===== config.mk =====
export PLATFORM = sky130hd
export DESIGN_NAME = child_seq_ctrl
export DESIGN_NICKNAME = d
export VERILOG_FILES = /design/src/rtl/child_seq_ctrl.sv
export SDC_FILE = /design/constraint.sdc
export NUM_CORES = 1
export LEC_CHECK = 0
export CAP_MARGIN = 0
export CORE_AREA = 3 3 71 73
export CTS_CLUSTER_SIZE = 25
export DETAILED_ROUTE_END_ITERATION = 6
export DIE_AREA = 0 0 74 76
export PLACE_DENSITY = 0.7
export SETUP_SLACK_MARGIN = 0.15
export SYNTH_ARGS = -nofsm -noshare
export SYNTH_HDL_FRONTEND = slang
export SYNTH_SLANG_ARGS = --single-unit

===== constraint.sdc =====
create_clock -name clk -period 2.1 [get_ports clk]
set_input_delay 0.42 -clock clk [delete_from_list [all_inputs] [get_ports clk]]
set_output_delay 0.42 -clock clk [all_outputs]
set_load 0.1 [all_outputs]

===== src/rtl/child_seq_ctrl.sv =====
// Start/done sequencer for the leaf children of a hierarchy node: launches each
// enabled child in ascending order and records whether it answered or timed out.
module child_seq_ctrl #(
    parameter int NUM_CHILD = 5,
    parameter int TIMEOUT_W = 8,
    parameter int IDX_W     = (NUM_CHILD > 1) ? $clog2(NUM_CHILD) : 1
) (
    input  logic                 clk,
    input  logic                 rst,
    input  logic                 go,
    input  logic                 abort,
    input  logic [NUM_CHILD-1:0] child_en,
    input  logic [TIMEOUT_W-1:0] timeout_limit,
    output logic [NUM_CHILD-1:0] child_start,
    input  logic [NUM_CHILD-1:0] child_done,
    output logic                 busy,
    output logic [IDX_W-1:0]     cur_idx,
    output logic                 seq_done,
    output logic [NUM_CHILD-1:0] pass_mask,
    output logic [NUM_CHILD-1:0] tmo_mask
);

    typedef enum logic [1:0] {IDLE, LAUNCH, WAIT, FINISH} state_t;

    state_t               state, state_d;
    logic [NUM_CHILD-1:0] en_q, en_q_d;
    logic [TIMEOUT_W-1:0] lim_q, lim_q_d;
    logic [TIMEOUT_W-1:0] cnt, cnt_d;
    logic [IDX_W-1:0]     cur_idx_d;
    logic [NUM_CHILD-1:0] pass_d, tmo_d, start_d;
    logic                 busy_d, seq_done_d;
    logic                 first_found, next_found, advance;
    logic [IDX_W-1:0]     first_idx, next_idx;

    // Outputs are computed from the next state so every output leaves a flop.
    always_comb begin
        state_d     = state;
        en_q_d      = en_q;
        lim_q_d     = lim_q;
        cnt_d       = cnt;
        cur_idx_d   = cur_idx;
        pass_d      = pass_mask;
        tmo_d       = tmo_mask;
        advance     = 1'b0;
        first_found = 1'b0;
        first_idx   = '0;
        next_found  = 1'b0;
        next_idx    = '0;

        // Scanning downward leaves the lowest qualifying bit as the winner.
        for (int i = NUM_CHILD - 1; i >= 0; i--) begin
            if (child_en[i]) begin
                first_found = 1'b1;
                first_idx   = IDX_W'(i);
            end
            if (en_q[i] && (IDX_W'(i) > cur_idx)) begin
                next_found = 1'b1;
                next_idx   = IDX_W'(i);
            end
        end

        case (state)
            IDLE: begin
                if (go) begin
                    en_q_d  = child_en;
                    lim_q_d = timeout_limit;
                    pass_d  = '0;
                    tmo_d   = '0;
                    if (first_found) begin
                        cur_idx_d = first_idx;
                        state_d   = LAUNCH;
                    end else begin
                        state_d = FINISH;
                    end
                end
            end
            LAUNCH: begin
                cnt_d   = '0;
                state_d = abort ? FINISH : WAIT;
            end
            WAIT: begin
                if (child_done[cur_idx]) begin
                    pass_d[cur_idx] = 1'b1;
                    advance         = 1'b1;
                end else if (cnt == lim_q) begin
                    if (!abort) begin
                        tmo_d[cur_idx] = 1'b1;
                    end
                    advance = 1'b1;
                end else begin
                    cnt_d = cnt + 1'b1;
                end
                if (abort) begin
                    state_d = FINISH;
                end else if (advance) begin
                    if (next_found) begin
                        cur_idx_d = next_idx;
                        state_d   = LAUNCH;
                    end else begin
                        state_d = FINISH;
                    end
                end
            end
            FINISH: begin
                state_d = IDLE;
            end
            default: begin
                state_d = IDLE;
            end
        endcase

        start_d = '0;
        if (state_d == LAUNCH) begin
            start_d[cur_idx_d] = 1'b1;
        end
        busy_d     = (state_d == LAUNCH) || (state_d == WAIT);
        seq_done_d = (state_d == FINISH);
    end

    always_ff @(posedge clk) begin
        if (rst) begin
            state       <= IDLE;
            en_q        <= '0;
            lim_q       <= '0;
            cnt         <= '0;
            cur_idx     <= '0;
            pass_mask   <= '0;
            tmo_mask    <= '0;
            child_start <= '0;
            busy        <= 1'b0;
            seq_done    <= 1'b0;
        end else begin
            state       <= state_d;
            en_q        <= en_q_d;
            lim_q       <= lim_q_d;
            cnt         <= cnt_d;
            cur_idx     <= cur_idx_d;
            pass_mask   <= pass_d;
            tmo_mask    <= tmo_d;
            child_start <= start_d;
            busy        <= busy_d;
            seq_done    <= seq_done_d;
        end
    end

endmodule


==> out/qor.yml <==
io-pin-count: 42
die_area_um2: 5620
fin_skew_ps: 2.95
synth_ff_type: "dfxtp_1"
finalSetupViolCount: 5
timing.slew.headroom: 0.569
finalMaxSlewViolations: 0
crit_arrival_ps: 2580
synth_top_family_by_area: "simple AND/OR/NAND/NOR gates"
cp_slowest_cell: "or3b_4"
core_um2: 4410
synth_edf_count: 0
clockRootBuffer: "clkbuf_8"
dp_hpwl_um: 4050
rsz0062_at_grt: "yes"
syn_nets: 269
p_total_uw: 2260
worstPathBufferInverterCount: 0
drt_pass1_iterations: 5
yosys_warnings: 0
drt-initial-drc-count: 97
synth_area_um2: 2040
routed_wl_um: 5530
worst_slack_ps: -262
gp_congestion: 0.889
grt_pass1_vias: 1963
grt_usage: 0.201
fmax_ghz: 0.423
ys_seq_area_frac: 0.412
yosys_register_bits: 42
numCtsBuffers: 5
synth-simple-area-share: 0.270
layout_common_cells: "buf_4 (64), dfxtp_1 (36), nand2_1 (28)"
cts_tree: "built"
period_minus_slack_ps: 2360
avgSynthCellArea_um2: 8.37
max-cap-violations: 0
p_leak_uw: 0.00128
rows: 24
cts_buffer_depth: 2
synth-compound-area-share: 0.205
dp_cells: 370
clkSinkCount: 42
tightest_slew_ps: 637
drc: 0
critical_path_class: "flop to flop"
violations: "negative setup slack"
layout-drive-gt1-share: 0.374
grt_pass1_wl_um: 8970
power_density_nw_per_um2: 735
fin_crit_sh: 1.12
syn_to_final_growth_pct: 50.8
cpPeakStageDelay_ps: 410
synth-async-reset-ratio: 0
synthXorXnorAreaFrac: 0.0386
htree_levels: 2
synthAdderAreaFrac: 0.0184
critPathCaptureType: "flop"
vdd_ir_drop_max_mv: 0.531
finalNonFillerCells: 386
cp-start-kind: "flop"
wire_per_inst_um: 14.3
drt-vias-per-instance: 5.30
start_util: 0.463
diodes: 0
critPathRequiredTime_ps: 2320
critPathMaxFanout: 4
overflow: 0
port_buffers: 41
crit_family: "simple AND/OR/NAND/NOR gates"
path_cells: "xor2_2, nor4_4, nand2_2, and2_4, a21o_1, a221oi_2, ha_2, or3b_4, nor3_2"
synth_cells: 244
muxShareOfSynthArea: 0.0147
status: "complete, but fails checks"
via_count: 2044
grt_max_degree: 18
path_clk_slew_ps: 80
min_path_type: "flop to flop"
die_y_um: 76
antenna_found_initial: 0
fin_nets: 358
hold_violations: 0
die_x_um: 74
synth_cell_types: 53
ant_nets: 0
clk_latency_ps: 290
final_common_cell: "buf_4"
==> report_power, final <==
group	switching (uW)	total, uW	internal, uW
clock	267	496	229
sequential	50.2	896	845
combinational	506	873	367
total	823	2260	1440
==> layout make-up <==
class	instances	area, um^2
tap	52	65.1
timing repair buffer	93	776
clock buffer	6	72.6
fill	362	1330
inverter	9	33.8
multi-input combinational	182	1270
sequential	42	856
clock inverter	2	8.76
==> registers in the layout, summed over array words and instances (netlist names) <==
register	flops
cnt	8
lim_q	8
child_start	5
pass_mask	5
tmo_mask	5
en_q	4
cur_idx	3
state	2
busy	1
seq_done	1
==> worst reg2reg max path, cell delays in order, from the launching register on <==
cell and delay (ps):
dfxtp_2 340, xor2_2 190, nor4_4 310, nand2_2 100, and2_4 150, a21o_1 150
a221oi_2 250, ha_2 230, or3b_4 410, nor3_2 160
==> final timing paths <==
check / from / end / slack, ps / depth (start not counted)
worst max-delay path: cnt[4] / child_start[1] / -260 / 9
worst min-delay path: en_q[2] / en_q[2] / 460 / 2
worst max register to register: cnt[4] / child_start[1] / -260 / 9
worst min register to register: en_q[2] / en_q[2] / 460 / 2
==> repair_timing <==
action	CTS	global route
endpoints found under the setup margin	16	26
hold buffers	0	0
gates resized for setup	21	26
setup buffers	7	1
pin swaps	11	12
==> routing by layer <==
layer | routed length [um] | vias to the layer above | part of all wire | track usage
met5 | 0 | - | 0 | 0
met4 | 107 | 0 | 0.019 | 0.0652
met3 | 262 | 11 | 0.047 | 0.0462
met2 | 2690 | 56 | 0.49 | 0.322
met1 | 2470 | 948 | 0.45 | 0.263
li1 | - | 1029 | - | -
==> cells in the mapped netlist (all sizes together), types with 2 or more instances <==
cell type	number	share of area
or2	2	0.0061
inv	9	0.017
clkbuf	7	0.013
o221ai	2	0.0086
a21oi	32	0.084
nor2b	5	0.015
or3	5	0.015
nor3b	2	0.0098
nand3b	2	0.013
nor2	26	0.048
o21ai	9	0.022
and2	2	0.0074
xor2	8	0.034
nand2	30	0.056
a31oi	5	0.018
nand3	5	0.012
ha	3	0.018
a21o	3	0.011
o311ai	2	0.0086
buf	4	0.012
nor3	10	0.032
o22ai	2	0.0061
o311a	2	0.0098
mux2i	3	0.015
dfxtp	42	0.41
nand2b	5	0.015
nor4	4	0.018
==> metrics by stage <==
stage	area [um^2]	worst slack, ps	utilization	TNS [ps]	hold slack [ps]
2_1_floorplan	2050	-414	-	-1700	436
3_3_place_gp	2760	-582	0.625	-4940	446
3_5_place_dp	2760	-655	0.625	-5820	454
4_1_cts	2960	-316	0.670	-1120	465
5_1_grt	3080	-369	0.698	-1590	493
6_report	3080	-262	0.698	-942	463
==> cell families (layout without fill, tap and decap cells) <==
| logic type | count (synthesis) | count (layout) |
|---|---|---|
| AO/OA/AOI/OAI | 64 | 64 |
| XOR/XNOR | 9 | 9 |
| adder cells (fa/ha/maj) | 3 | 3 |
| buffers and inverters | 20 | 110 |
| flip-flops | 42 | 42 |
| multiplexers | 3 | 3 |
| AND/OR/NAND/NOR | 103 | 103 |
Power figures use the tool's default switching activity.
